--- src/rtl/save_writeback_if.sv ---
// Upstream word stream plus BRAM write port of the save write-back stage.
// Latency: none, wires only. Backpressure: mem_grant gates the BRAM writes.
interface save_writeback_if #(
    parameter int DATA_WIDTH = 64,
    parameter int ADDR_WIDTH = 32
);
    logic                  save_wen;
    logic [DATA_WIDTH-1:0] bram_savedata;
    logic                  mem_grant;
    logic                  wr_en;
    logic [ADDR_WIDTH-1:0] wr_addr;
    logic [DATA_WIDTH-1:0] wr_data;

    modport master (
        input  save_wen, bram_savedata, mem_grant,
        output wr_en, wr_addr, wr_data
    );

    modport slave (
        output save_wen, bram_savedata, mem_grant,
        input  wr_en, wr_addr, wr_data
    );
endinterface

--- src/rtl/save_writeback.sv ---
// Generic FIFO with flush; accepts a push while full when a pop happens in the same cycle.
// Latency: 1 cycle push to out_vld. Backpressure: in_rdy low only when full and not popping.
module sw_fifo #(
    parameter int WIDTH = 64,
    parameter int DEPTH = 8
) (
    input  logic             clk,
    input  logic             rst_n,
    input  logic             flush,
    input  logic             in_vld,
    output logic             in_rdy,
    input  logic [WIDTH-1:0] in_dat,
    output logic             out_vld,
    input  logic             out_rdy,
    output logic [WIDTH-1:0] out_dat
);
    localparam int AW = $clog2(DEPTH);

    logic [WIDTH-1:0] mem [DEPTH];
    logic [AW-1:0]    rd_ptr, wr_ptr;
    logic [AW:0]      cnt;
    logic             push, pop;

    assign out_vld = (cnt != '0);
    assign in_rdy  = (cnt != (AW+1)'(DEPTH)) || out_rdy;
    assign push    = in_vld && in_rdy && !flush;
    assign pop     = out_vld && out_rdy && !flush;
    assign out_dat = mem[rd_ptr];

    always_ff @(posedge clk or negedge rst_n) begin
        if (!rst_n) begin
            rd_ptr <= '0;
            wr_ptr <= '0;
            cnt    <= '0;
        end else if (flush) begin
            rd_ptr <= '0;
            wr_ptr <= '0;
            cnt    <= '0;
        end else begin
            if (push) wr_ptr <= wr_ptr + 1'b1;
            if (pop)  rd_ptr <= rd_ptr + 1'b1;
            if (push && !pop)      cnt <= cnt + 1'b1;
            else if (pop && !push) cnt <= cnt - 1'b1;
        end
    end

    always_ff @(posedge clk) begin
        if (push) mem[wr_ptr] <= in_dat;
    end
endmodule

// Save write-back: masks each lane to LOG_Q bits, buffers words, writes them sequentially to BRAM.
// Latency: 2 cycles save_wen to wr_en with empty FIFO and grant. Backpressure: none upstream, drops set overflow.
// Optional SAVE_WB_CHECKSUM_EN adds a per-job XOR checksum of issued write data.
module save_writeback #(
    parameter int DATA_WIDTH = 64,
    parameter int ADDR_WIDTH = 32,
    parameter int FIFO_DEPTH = 8,
    parameter int LOG_Q      = 15
) (
    input  logic                  clk,
    input  logic                  rst_n,
    input  logic                  start,
    input  logic [ADDR_WIDTH-1:0] BASE_ADDR_SAVE,
    input  logic [15:0]           WORD_COUNT,
    save_writeback_if.master      wb,
    output logic                  busy,
    output logic                  done,
    output logic                  overflow
`ifdef SAVE_WB_CHECKSUM_EN
    ,
    output logic [DATA_WIDTH-1:0] checksum
`endif
);
    localparam int          LANES     = DATA_WIDTH / 16;
    localparam logic [15:0] LANE_MASK = 16'((32'd1 << LOG_Q) - 32'd1);

    typedef enum logic [1:0] {IDLE, RUN, DRAIN, DONE} state_t;
    state_t state_q, state_d;

    logic [ADDR_WIDTH-1:0] base_q;
    logic [15:0]           count_q, accepted, written;
    logic [DATA_WIDTH-1:0] masked, fifo_dat;
    logic                  fifo_in_rdy, fifo_out_vld;
    logic                  go, run_wen, push_req, push, pop, drop;

    always_comb begin
        masked = '0;
        for (int i = 0; i < LANES; i++)
            masked[16*i +: 16] = wb.bram_savedata[16*i +: 16] & LANE_MASK;
    end

    assign go       = (state_q == IDLE) && start;
    assign busy     = (state_q == RUN) || (state_q == DRAIN);
    assign done     = (state_q == DONE);
    assign run_wen  = wb.save_wen && (state_q == RUN);
    assign push_req = run_wen && (accepted < count_q);
    assign push     = push_req && fifo_in_rdy;
    assign pop      = busy && fifo_out_vld && wb.mem_grant;
    // Surplus words in RUN and any word during DRAIN count as drops too.
    assign drop     = (push_req && !fifo_in_rdy) || (run_wen && (accepted >= count_q))
                    || (wb.save_wen && (state_q == DRAIN));

    sw_fifo #(.WIDTH(DATA_WIDTH), .DEPTH(FIFO_DEPTH)) u_fifo (
        .clk     (clk),
        .rst_n   (rst_n),
        .flush   (go),
        .in_vld  (push_req),
        .in_rdy  (fifo_in_rdy),
        .in_dat  (masked),
        .out_vld (fifo_out_vld),
        .out_rdy (busy && wb.mem_grant),
        .out_dat (fifo_dat)
    );

    always_ff @(posedge clk or negedge rst_n) begin
        if (!rst_n) state_q <= IDLE;
        else        state_q <= state_d;
    end

    always_comb begin
        state_d = state_q;
        case (state_q)
            IDLE:    if (start) state_d = (WORD_COUNT == 16'd0) ? DONE : RUN;
            RUN:     if (accepted == count_q) state_d = DRAIN;
            DRAIN:   if (!fifo_out_vld) state_d = DONE;
            DONE:    state_d = IDLE;
            default: state_d = IDLE;
        endcase
    end

    always_ff @(posedge clk or negedge rst_n) begin
        if (!rst_n) begin
            base_q     <= '0;
            count_q    <= '0;
            accepted   <= '0;
            written    <= '0;
            overflow   <= 1'b0;
            wb.wr_en   <= 1'b0;
            wb.wr_addr <= '0;
            wb.wr_data <= '0;
`ifdef SAVE_WB_CHECKSUM_EN
            checksum   <= '0;
`endif
        end else begin
            wb.wr_en <= pop;
            if (pop) begin
                wb.wr_addr <= base_q + (ADDR_WIDTH'(written) << 3);
                wb.wr_data <= fifo_dat;
                written    <= written + 16'd1;
`ifdef SAVE_WB_CHECKSUM_EN
                checksum   <= checksum ^ fifo_dat;
`endif
            end
            if (go) begin
                base_q   <= BASE_ADDR_SAVE;
                count_q  <= WORD_COUNT;
                accepted <= '0;
                written  <= '0;
                overflow <= 1'b0;
`ifdef SAVE_WB_CHECKSUM_EN
                checksum <= '0;
`endif
            end else begin
                if (push) accepted <= accepted + 16'd1;
                if (drop) overflow <= 1'b1;
            end
        end
    end
endmodule
--- src/flat_wrapper.sv ---
// flat-port wrapper written by rule: the top's interface ports become plain ports
module save_writeback_flat 
#(
    parameter int DATA_WIDTH = 64,
    parameter int ADDR_WIDTH = 32,
    parameter int FIFO_DEPTH = 8,
    parameter int LOG_Q      = 15
)
  (clk, rst_n, start, BASE_ADDR_SAVE, WORD_COUNT, busy, done, overflow, wb_save_wen, wb_bram_savedata, wb_mem_grant, wb_wr_en, wb_wr_addr, wb_wr_data);
  save_writeback_if #(.DATA_WIDTH(DATA_WIDTH), .ADDR_WIDTH(ADDR_WIDTH)) wb_i ();
  input  logic clk;
  input  logic rst_n;
  input  logic start;
  input  logic [ADDR_WIDTH-1:0] BASE_ADDR_SAVE;
  input  logic [15:0] WORD_COUNT;
  output logic busy;
  output logic done;
  output logic overflow;
  input wire logic [$bits(wb_i.save_wen)-1:0] wb_save_wen;
  input wire logic [$bits(wb_i.bram_savedata)-1:0] wb_bram_savedata;
  input wire logic [$bits(wb_i.mem_grant)-1:0] wb_mem_grant;
  output wire logic [$bits(wb_i.wr_en)-1:0] wb_wr_en;
  output wire logic [$bits(wb_i.wr_addr)-1:0] wb_wr_addr;
  output wire logic [$bits(wb_i.wr_data)-1:0] wb_wr_data;
  assign wb_i.save_wen = wb_save_wen;
  assign wb_i.bram_savedata = wb_bram_savedata;
  assign wb_i.mem_grant = wb_mem_grant;
  assign wb_wr_en = wb_i.wr_en;
  assign wb_wr_addr = wb_i.wr_addr;
  assign wb_wr_data = wb_i.wr_data;
  save_writeback #(.DATA_WIDTH(DATA_WIDTH), .ADDR_WIDTH(ADDR_WIDTH), .FIFO_DEPTH(FIFO_DEPTH), .LOG_Q(LOG_Q)) u_core (.clk(clk), .rst_n(rst_n), .start(start), .BASE_ADDR_SAVE(BASE_ADDR_SAVE), .WORD_COUNT(WORD_COUNT), .wb(wb_i), .busy(busy), .done(done), .overflow(overflow));
endmodule
--- config.mk ---
export PLATFORM = sky130hd
export DESIGN_NAME = save_writeback_flat
export DESIGN_NICKNAME = d
export VERILOG_FILES = /design/src/rtl/save_writeback_if.sv /design/src/rtl/save_writeback.sv /design/src/flat_wrapper.sv
export SDC_FILE = /design/constraint.sdc
export NUM_CORES = 1
export LEC_CHECK = 0
export CAP_MARGIN = 25
export CORE_ASPECT_RATIO = 0.9
export CORE_MARGIN = 4
export CORE_UTILIZATION = 60
export CTS_BUF_LIST = sky130_fd_sc_hd__clkbuf_8
export CTS_CLUSTER_DIAMETER = 150
export CTS_CLUSTER_SIZE = 12
export DETAILED_ROUTE_END_ITERATION = 6
export PLACE_DENSITY = 0.82
export SYNTH_ARGS = -nofsm -noshare
export SYNTH_HDL_FRONTEND = slang
export SYNTH_SLANG_ARGS = --single-unit
--- constraint.sdc ---
create_clock -name clk -period 9.8 [get_ports clk]
set_input_delay 0.98 -clock clk [delete_from_list [all_inputs] [get_ports clk]]
set_output_delay 0.98 -clock clk [all_outputs]
set_load 0.01 [all_outputs]
==> impl_metrics.csv, run 1 <==
group,metric,value,unit
status,status,"finished, violations left",
status,failed_checks,"DRC",
finish,regArea,19080,µm²
global_routing,antenna_found_initial,8,
yosys,yosysTopAreaCell,"edfxtp_1",
clocking,cts_tree,"done",
yosys,synth_top_area_share,0.5371,
critical_path,startpoint,"u_core.accepted[6]$_DFFE_PN0P_",
critical_path,endpoint,"u_core.u_fifo.mem[7][57]$_DFFE_PP_",
sta,setup_viol,0,
floorplanning,num_io_pins,217,
floorplanning,rows,73,
sta,rsz0062_at_grt,"false",
drt,final_antenna_net_count,0,
power,p_int,5178,µW
drt,drt-total-wl,56010,µm
critical_path,critPathCaptureType,"flip-flop",
sta,fmax,0.2417,GHz
yosys,async_flop_share,0.2793,
finish,fin_nets,2034,
yosys,ys_seq_area_frac,0.7105,
finish,nFillCells,2905,
yosys,synth.avg_cell_area,16.17,µm²
clocking,cts_buffer_depth,3,
critical_path,start_kind,"flip-flop",
yosys,syn_area,26840,µm²
floorplanning,core,44210,µm²
critical_path,crit_slowest_cell,"buf_4",
critical_path,path_depth,9,
power,irDropWorstVdd,0.1990,mV
yosys,ys.flop_type,"edfxtp_1",
clocking,postCtsSetupBuffers,0,
hold_path,holdCritPathClass,"primary input to asynchronous set/reset pin",
drt,drtPass1Iterations,7,
power,seqPwrFrac,0.518,
yosys,synth_edf_count,480,
critical_path,worst_r2r_path_depth,9,
yosys,synth_cells,1660,
power,power_frac_comb,0.282,
global_routing,gr-total-overflow,0,
clocking,root_buffer,"clkbuf_8",
global_routing,grt_pass1_wl,87440,µm
sta,fin_crit_sh,0.4222,
finish,layout-drive-gt1-share,0.1200,
critical_path,crit_path_cell_trace,"ha_1 > a21o_1 > a221o_1 > a211oi_2 > o31a_2 > nand3_4 > or3b_4 > nor2_4 > buf_4",
clocking,path_clk_slew,70,ps
global_routing,grt_pass1_vias,15270,
clocking,ctsResizeCount,0,
drt,drc_errors,2,
yosys,synth.area.top_cells,"edfxtp_1 54%, dfrtp_1 17%, mux4_2 10%",
floorplanning,die_h,208.6,µm
floorplanning,die_w,230.9,µm
place,routabilityCongestion,0.9145,
critical_path,r2r_slack,5660,ps
drt,vias_per_cell,5.920,
yosys,ys_warn_count,0,
clocking,cts_sinks,666,
clocking,numCtsBuffers,61,
power,power_density,242.7,nW/µm²
drt,drt-initial-drc-count,1294,
sta,hold_viol_final,0,
critical_path,critPathTopFamily,"simple AND/OR/NAND/NOR gates",
finish,layout_common_cells,"480 x edfxtp_1, 240 x nand2_1, 207 x clkdlybuf4s50_1",
yosys,synthDistinctLibCells,62,
critical_path,cp.arrival,4440,ps
run,cap_violations,0,
critical_path,required,10100,ps
yosys,synth_seq_cells,666,
power,switching_share,0.3043,
clocking,holdBufCountCts,0,
sta,whs,289.8,ps
clocking,htree_levels,2,
power,p_sw,2265,µW
power,p_leak,0.01131,µW
drt,vias,14930,
finish,area_growth,14.24,%
global_routing,grt_max_degree,111,
sta,period_needed,4138,ps
finish,design_area,30660,µm²
drt,wl_per_cell,22.22,µm
finish,layout_commonest_cell,"edfxtp_1",
sta,finClkSkew,23.55,ps
sta,finalSetupTns,0,ps
place,io_buffer_count,208,
power,p_clk_frac,0.200,
sta,drv_slew,0,
critical_path,r2r-end,"u_core.u_fifo.mem[7][57]$_DFFE_PP_",
critical_path,critPathBufInv,1,
critical_path,cp_max_fo,49,
sta,tightestPinTransition,1047,ps
critical_path,r2r-start,"u_core.accepted[6]$_DFFE_PN0P_",
critical_path,cpPeakStageDelay,760,ps
global_routing,grt_usage,0.2337,
clocking,clk_latency,690,ps
floorplanning,initial_core_util,0.6071,
critical_path,crit_type,"flip-flop to flip-flop",
sta,timing.slew.headroom,0.3022,
place,hpwl,33020,µm
floorplanning,design.die.area,48180,µm²
place,place_area,29520,µm²
finish,multiInputGateArea,7352,µm²
-- area by class of cell --
| cell class | instances | area share |
|---|---|---|
| flip-flops and latches | 666 | 0.6223 |
| multi-input cells | 879 | 0.2398 |
| repair buffers | 227 | 0.07415 |
| clock buffers | 62 | 0.02783 |
| well taps | 600 | 0.02448 |
| clock inverters | 47 | 0.006733 |
| inverters | 36 | 0.004407 |
| diodes | 4 | 0.0003265 |
-- power groups by stage --
stage,clock (µW),sequential [µW],combinational [µW]
after floorplan,0,3820,1390
after global placement,0,3890,2070
after detailed placement,0,3920,2120
after CTS,1530,3860,2130
after global routing,1650,3910,2280
final,1490,3860,2100
-- per-stage QoR --
stage	cells	setup slack, ps	utilization	power (µW)
floorplan	1663	2917	-	5205
global placement	2405	5080	0.6678	5956
detailed placement	2405	5078	0.6678	6040
CTS	2514	5626	0.6918	7518
global route	2520	5445	0.6935	7839
finish	2521	5662	0.6936	7443
-- metal layers --
| metal | up-vias | part of all wire | track usage |
|---|---|---|---|
| li1 | 6699 | - | - |
| met1 | 7576 | 0.42 | 0.3302 |
| met2 | 565 | 0.49 | 0.3808 |
| met3 | 79 | 0.070 | 0.04744 |
| met4 | 6 | 0.021 | 0.06262 |
| met5 | - | 0.00084 | 0 |
-- state kept, by name, indices dropped and copies added, names as in the netlist --
name and cells:
u_core.accepted 16, u_core.base_q 32, u_core.count_q 16, u_core.overflow 1, u_core.state_q 2, u_core.u_fifo.cnt 4, u_core.u_fifo.mem 480, u_core.u_fifo.rd_ptr 3
u_core.u_fifo.wr_ptr 3, u_core.wb.wr_addr 32, u_core.wb.wr_data 60, u_core.wb.wr_en 1, u_core.written 16
-- cells in the mapped netlist (all sizes together), types with 7 or more instances --
cell type  count
edfxtp       480
a21o           9
o21a           7
xor2          20
nor3           9
or4            8
buf           31
nand3         23
mux4         120
clkbuf        51
mux2i         62
or3           12
nand2        240
xnor2         25
o21ai        127
a211oi        11
nor2          47
inv           36
ha            44
and2           9
a21oi         40
nand4         12
dfrtp        186
-- how the worst min path moves through the flow --
stage                                       startpoint                                to  slack [ps]  cells after the start
after floorplan           u_core.base_q[0]$_DFFE_PN0P_  u_core.wb.wr_addr[0]$_DFFE_PN0P_         440                      2
after global placement    u_core.base_q[1]$_DFFE_PN0P_  u_core.wb.wr_addr[1]$_DFFE_PN0P_         450                      2
after detailed placement  u_core.base_q[1]$_DFFE_PN0P_  u_core.wb.wr_addr[1]$_DFFE_PN0P_         460                      2
after CTS                                        rst_n    u_core.count_q[10]$_DFFE_PN0P_         260                      1
after global routing                             rst_n     u_core.count_q[9]$_DFFE_PN0P_         290                      1
final                                            rst_n    u_core.count_q[12]$_DFFE_PN0P_         290                      1
-- cell families (layout without fill, tap and decap cells) --
logic type,count (synthesis),in the layout,synth area share
XOR/XNOR,45,45,0.01469
adder cells (fa/ha/maj),46,46,0.02200
buffers and inverters,118,372,0.01828
flip-flops,666,666,0.7105
multiplexers,182,182,0.1238
other,1,8,0.0001397
AO/OA/AOI/OAI,219,219,0.04737
AND/OR/NAND/NOR,383,383,0.06322
No activity file was read; power rests on OpenSTA's default activity.
==> run 2: changes to the inputs <==
- clock period: 9.8 -> 4.31 ns (I/O delays scaled with it)
==> run 2 against run 1 <==
Effect of this change: the run now ends clean; register-to-register slack worse by 4800 ps; combinational power rose by 130%; non-clock buffer count is 11 higher; wire length grew 1.2%; final cell count is 0.32% higher; utilization rose by 0.43 points; sequential share of layout area down 0.38 points; count of clock-buffer cells in the layout unchanged; via count decreased by 0.41%; first-iteration DRC count is 24% higher; sequential cell count unchanged; die area stayed put.
==> impl_metrics.csv, run 2 (synthesis results as in run 1) <==
group,metric,value,unit
drt,vias_per_cell,5.877,
sta,fin_crit_sh,0.8099,
critical_path,critPathCaptureType,"flip-flop",
floorplanning,num_io_pins,217,
power,irDropWorstVdd,0.4056,mV
finish,layout_commonest_cell,"edfxtp_1",
finish,fin_nets,2045,
clocking,cts_sinks,666,
finish,largest_reg_flops,480,
clocking,holdBufCountCts,1,
critical_path,required,4930,ps
critical_path,crit_type,"flip-flop to flip-flop",
power,p_sw,5188,µW
sta,whs,286.6,ps
power,p_clk_frac,0.197,
global_routing,antenna_found_initial,4,
sta,fmax,0.2865,GHz
global_routing,grt_pass1_vias,15170,
drt,drc_errors,0,
place,detailedPlace.worstSlack,801.4,ps
global_routing,grt_max_degree,113,
drt,final_antenna_net_count,0,
drt,drt-initial-drc-count,1610,
floorplanning,core,44210,µm²
clocking,clk_latency,690,ps
critical_path,worst_r2r_path_depth,16,
clocking,path_clk_slew,90,ps
power,p_int,11850,µW
finish,layout_common_cells,"480 x edfxtp_1, 240 x nand2_1, 207 x clkdlybuf4s50_1",
finish,top_register,"u_core.u_fifo.mem",
finish,area_growth,14.95,%
clocking,postCtsSetupBuffers,0,
sta,rsz0062_at_grt,"false",
drt,drtPass1Iterations,5,
sta,setup_viol,0,
critical_path,cp_max_fo,4,
sta,hold_viol_final,0,
global_routing,grt_usage,0.2375,
power,switching_share,0.3045,
status,status,"completed",
power,p_leak,0.01139,µW
sta,period_needed,3491,ps
finish,largestRegisters,"u_core.u_fifo.mem: 480 flops, u_core.wb.wr_data: 60 flops",
sta,timing.slew.headroom,0.3549,
floorplanning,design.die.area,48180,µm²
clocking,htree_levels,2,
critical_path,cp.arrival,4110,ps
power,power_density,552.3,nW/µm²
clocking,cts_buffer_depth,3,
place,routabilityCongestion,0.8894,
hold_path,hold_depth,3,
place,io_buffer_count,208,
finish,layout-drive-gt1-share,0.1245,
floorplanning,rows,73,
clocking,cts_tree,"done",
power,seqPwrFrac,0.516,
power,power_frac_comb,0.286,
clocking,numCtsBuffers,61,
drt,drt-total-wl,56670,µm
place,hpwl,35180,µm
drt,wl_per_cell,22.41,µm
sta,finClkSkew,18.57,ps
sta,setup_ws,819.4,ps
run,cap_violations,0,
global_routing,gr-total-overflow,0,
critical_path,start_kind,"flip-flop",
floorplanning,initial_core_util,0.6071,
floorplanning,die_h,208.6,µm
clocking,ctsResizeCount,0,
hold_path,holdCritPathClass,"primary input to flip-flop",
sta,drv_slew,0,
clocking,root_buffer,"clkbuf_8",
drt,vias,14860,
global_routing,grt_pass1_wl,88530,µm
finish,nFillCells,2868,
floorplanning,die_w,230.9,µm
sta,tightestPinTransition,967.6,ps
## run 2: worst paths after layout
kind                       slack, ps                           from                           endpoint
max                              820  u_core.state_q[1]$_DFFE_PN0P_   u_core.u_fifo.cnt[3]$_DFFE_PN0P_
min                              290             BASE_ADDR_SAVE[11]      u_core.base_q[11]$_DFFE_PN0P_
max reg2reg                      820  u_core.state_q[1]$_DFFE_PN0P_   u_core.u_fifo.cnt[3]$_DFFE_PN0P_
min reg2reg                      480   u_core.base_q[2]$_DFFE_PN0P_       u_core.base_q[2]$_DFFE_PN0P_
max in group asynchronous       2930                          rst_n  u_core.wb.wr_data[43]$_DFFE_PN0P_
min in group asynchronous        370                          rst_n     u_core.count_q[10]$_DFFE_PN0P_
## run 2: final cells by class
class | count | area (µm²) | area share
sequential | 666 | 19080 | 0.6184
multi-input combinational | 879 | 7358 | 0.2385
timing repair buffer | 238 | 2471 | 0.08010
clock buffer | 62 | 853.3 | 0.02766
tap | 600 | 750.7 | 0.02433
clock inverter | 46 | 197.7 | 0.006408
inverter | 36 | 135.1 | 0.004380
antenna | 2 | 5.005 | 0.0001622
## run 2: power by group through the flow
stage | registers, µW | logic [µW] | clock network, µW
final | 8800 | 4870 | 3360
after global routing | 8930 | 5290 | 3730
after CTS | 8820 | 4940 | 3450
after detailed placement | 8950 | 4910 | 0
after global placement | 8870 | 4770 | 0
after floorplan | 8670 | 3160 | 0
## run 2: per-stage QoR
step / total power [µW] / instances / instance area, µm² / utilization / setup TNS (ps)
floorplan: 11830 / 1663 / 26860 / - / -349100
global placement: 13640 / 2417 / 29760 / 0.6731 / 0
detailed placement: 13870 / 2417 / 29760 / 0.6731 / 0
CTS: 17210 / 2526 / 30820 / 0.6971 / 0
global route: 17950 / 2527 / 30850 / 0.6978 / 0
finish: 17040 / 2529 / 30850 / 0.6979 / 0
## run 2: critical path: stages, from the launching register on
cell	delay [ps]
dfrtp_1	410
inv_1	110
ha_1	330
nand2_1	140
a32o_2	310
a211oi_2	200
o31a_2	230
nand3_4	80
nor2_1	110
ha_1	250
inv_1	100
ha_1	290
a21o_1	170
a21oi_1	160
xnor2_1	100
or3_1	310
a21oi_1	140
## run 2: metal layers
| metal | share of wire | GRT usage | vias to the layer above |
|---|---|---|---|
| li1 | - | - | 6717 |
| met1 | 0.41 | 0.3386 | 7544 |
| met2 | 0.50 | 0.3929 | 510 |
| met3 | 0.067 | 0.04294 | 87 |
| met4 | 0.018 | 0.05391 | 6 |
| met5 | 0.00074 | 0 | - |
==> run 3: changes to the inputs <==
- clock period: 4.31 -> 3.6 ns (I/O delays scaled with it)
==> run 3 against run 2 <==
Effect of this change: power increased by 20%; worst hold slack lost 71 ps; maximum frequency increased by 1.2%; worst setup slack worse by 670 ps; die area did not move; critical path type unchanged; largest power group unchanged.
==> impl_metrics.csv, run 3 (synthesis results as in run 1) <==
group,metric,value,unit
status,status,"completed",
place,place_area,29960,µm²
clocking,path_clk_slew,90,ps
clocking,cts_tree,"done",
finish,layout-drive-gt1-share,0.1298,
sta,setup_viol,0,
drt,met1_length,23740,µm
critical_path,start_kind,"flip-flop",
power,p_leak,0.01149,µW
sta,period_needed,3450,ps
power,power_density,660.2,nW/µm²
critical_path,worst_r2r_path_depth,16,
drt,drc_errors,0,
drt,drt-total-wl,56550,µm
critical_path,r2r_slack,150,ps
finish,largest_reg_flops,480,
floorplanning,num_io_pins,217,
sta,fin_crit_sh,0.9584,
sta,tightestPinTransition,810.2,ps
global_routing,antenna_found_initial,6,
drt,wl_met2,28030,µm
finish,fin_nets,2056,
place,io_buffer_count,208,
drt,vias_per_cell,5.882,
global_routing,gr-total-overflow,0,
global_routing,grt_max_degree,186,
finish,multiInputGateArea,7361,µm²
power,irDropWorstVdd,0.4400,mV
finish,nFillCells,2817,
drt,final_antenna_net_count,0,
clocking,numCtsBuffers,61,
finish,layout_common_cells,"480 x edfxtp_1, 240 x nand2_1, 207 x clkdlybuf4s50_1",
run,cap_violations,0,
finish,largestRegisters,"u_core.u_fifo.mem: 480 flops, u_core.wb.wr_data: 60 flops",
critical_path,r2r-end,"u_core.u_fifo.cnt[3]$_DFFE_PN0P_",
clocking,htree_levels,2,
drt,drt-initial-drc-count,1357,
place,hpwl,35600,µm
drt,wl_per_cell,22.24,µm
place,routabilityCongestion,0.8728,
drt,drtPass1Iterations,5,
floorplanning,rows,73,
sta,drv_slew,0,
hold_path,holdCritPathClass,"primary input to flip-flop",
finish,final_cells,2543,
sta,timing.slew.headroom,0.4598,
clocking,root_buffer,"clkbuf_8",
critical_path,critPathCaptureType,"flip-flop",
floorplanning,die_w,230.9,µm
floorplanning,design.die.area,48180,µm²
floorplanning,die_h,208.6,µm
place,detailedPlace.worstSlack,126.4,ps
sta,fmax,0.2898,GHz
place,dp.cells,2426,
finish,fin_util,0.7027,
critical_path,cp.arrival,4060,ps
sta,finalSetupTns,0,ps
finish,layout_commonest_cell,"edfxtp_1",
sta,hold_viol_final,0,
hold_path,whs_endpoint,"u_core.base_q[17]$_DFFE_PN0P_",
finish,design_area,31070,µm²
sta,setup_ws,149.9,ps
drt,vias,14960,
critical_path,crit_type,"flip-flop to flip-flop",
floorplanning,core,44210,µm²
critical_path,cp_max_fo,4,
finish,area_growth,15.75,%
hold_path,hold_depth,3,
drt,dr.max_layer_used,"met5",
sta,finClkSkew,29.27,ps
critical_path,required,4210,ps
finish,top_register,"u_core.u_fifo.mem",
clocking,cts_buffer_depth,3,
hold_path,min_from,"BASE_ADDR_SAVE[17]",
drt,dr_wl_met3,3747,µm
global_routing,grt_pass1_vias,15420,
global_routing,grt_pass1_wl,88420,µm
clocking,cts_sinks,666,
critical_path,r2r-start,"u_core.state_q[1]$_DFFE_PN0P_",
clocking,clk_latency,700,ps
finish,regArea,19080,µm²
global_routing,grt_usage,0.2366,
floorplanning,initial_core_util,0.6071,
==> run 3: cell types whose count changed in the layout (fill, tap and decap cells not counted) <==
cell     delta
buf_12     +11
ha_2        +1
ha_1        -1
buf_4       +1
buf_16      -1
diode_2     -1
inv_1       +4
==> run 3: power breakdown <==
part	switching, µW	internal, µW	total [µW]	leakage [µW]
sequential	857	9590	10400	0.00670
clock	2410	1610	4020	0.000714
combinational	2970	3080	6040	0.00408
total	6230	14300	20500	0.0115
==> run 3: how the worst max path moves through the flow <==
stage / cells after the start / from / slack, ps / endpoint
after floorplan: 9 / u_core.accepted[7]$_DFFE_PN0P_ / -580 / u_core.u_fifo.mem[6][0]$_DFFE_PP_
after global placement: 10 / wb_mem_grant / 230 / u_core.u_fifo.mem[0][3]$_DFFE_PP_
after detailed placement: 15 / wb_mem_grant / 130 / u_core.u_fifo.cnt[3]$_DFFE_PN0P_
after CTS: 16 / u_core.state_q[0]$_DFFE_PN0P_ / 110 / u_core.u_fifo.cnt[3]$_DFFE_PN0P_
after global routing: 16 / u_core.count_q[7]$_DFFE_PN0P_ / -0.2 / u_core.u_fifo.cnt[3]$_DFFE_PN0P_
final: 16 / u_core.state_q[1]$_DFFE_PN0P_ / 150 / u_core.u_fifo.cnt[3]$_DFFE_PN0P_
==> run 3: worst max-delay path, cell delays in order, from the launching register on <==
cell and delay (ps):
dfrtp_1 400, inv_1 100, ha_1 320, nand2_1 120, a32o_2 290, a211oi_2 190, o31a_2 220, nand3_4 110
nor2_1 120, ha_2 220, inv_1 70, ha_1 290, a21o_1 190, a21oi_1 180, xnor2_1 110, or3_1 320
a21oi_1 140
==> run 3: per-layer routing <==
layer  vias to the layer above  track usage
met3                        77      0.05003
met1                      7658       0.3387
met4                        10      0.05080
met5                         -            0
met2                       471       0.3860
li1                       6742            -
==> run 3: per-stage QoR <==
step / power [µW] / hold WS [ps]
floorplan: 14150 / 64.41
global placement: 16460 / 459.2
detailed placement: 16730 / 469.3
CTS: 20740 / 155.5
global route: 21620 / 188.3
finish: 20510 / 215.4
==> run 3: final cells by class <==
cell class	instances	area share
Sequential cell	666	0.6142
Clock inverter	50	0.006847
Tap cell	600	0.02417
Antenna cell	1	0.00008055
Timing Repair Buffer	249	0.08599
Inverter	36	0.004350
Multi-Input combinational cell	879	0.2369
Clock buffer	62	0.02747
==> run 3: what timing repair did <==
action | 4_1_cts | 5_1_grt
setup buffers | 0 | 3
endpoints found under the setup margin | 0 | 1
gates resized for setup | 0 | 1
endpoints found under the hold margin | 97 | 0
hold buffers | 1 | 0
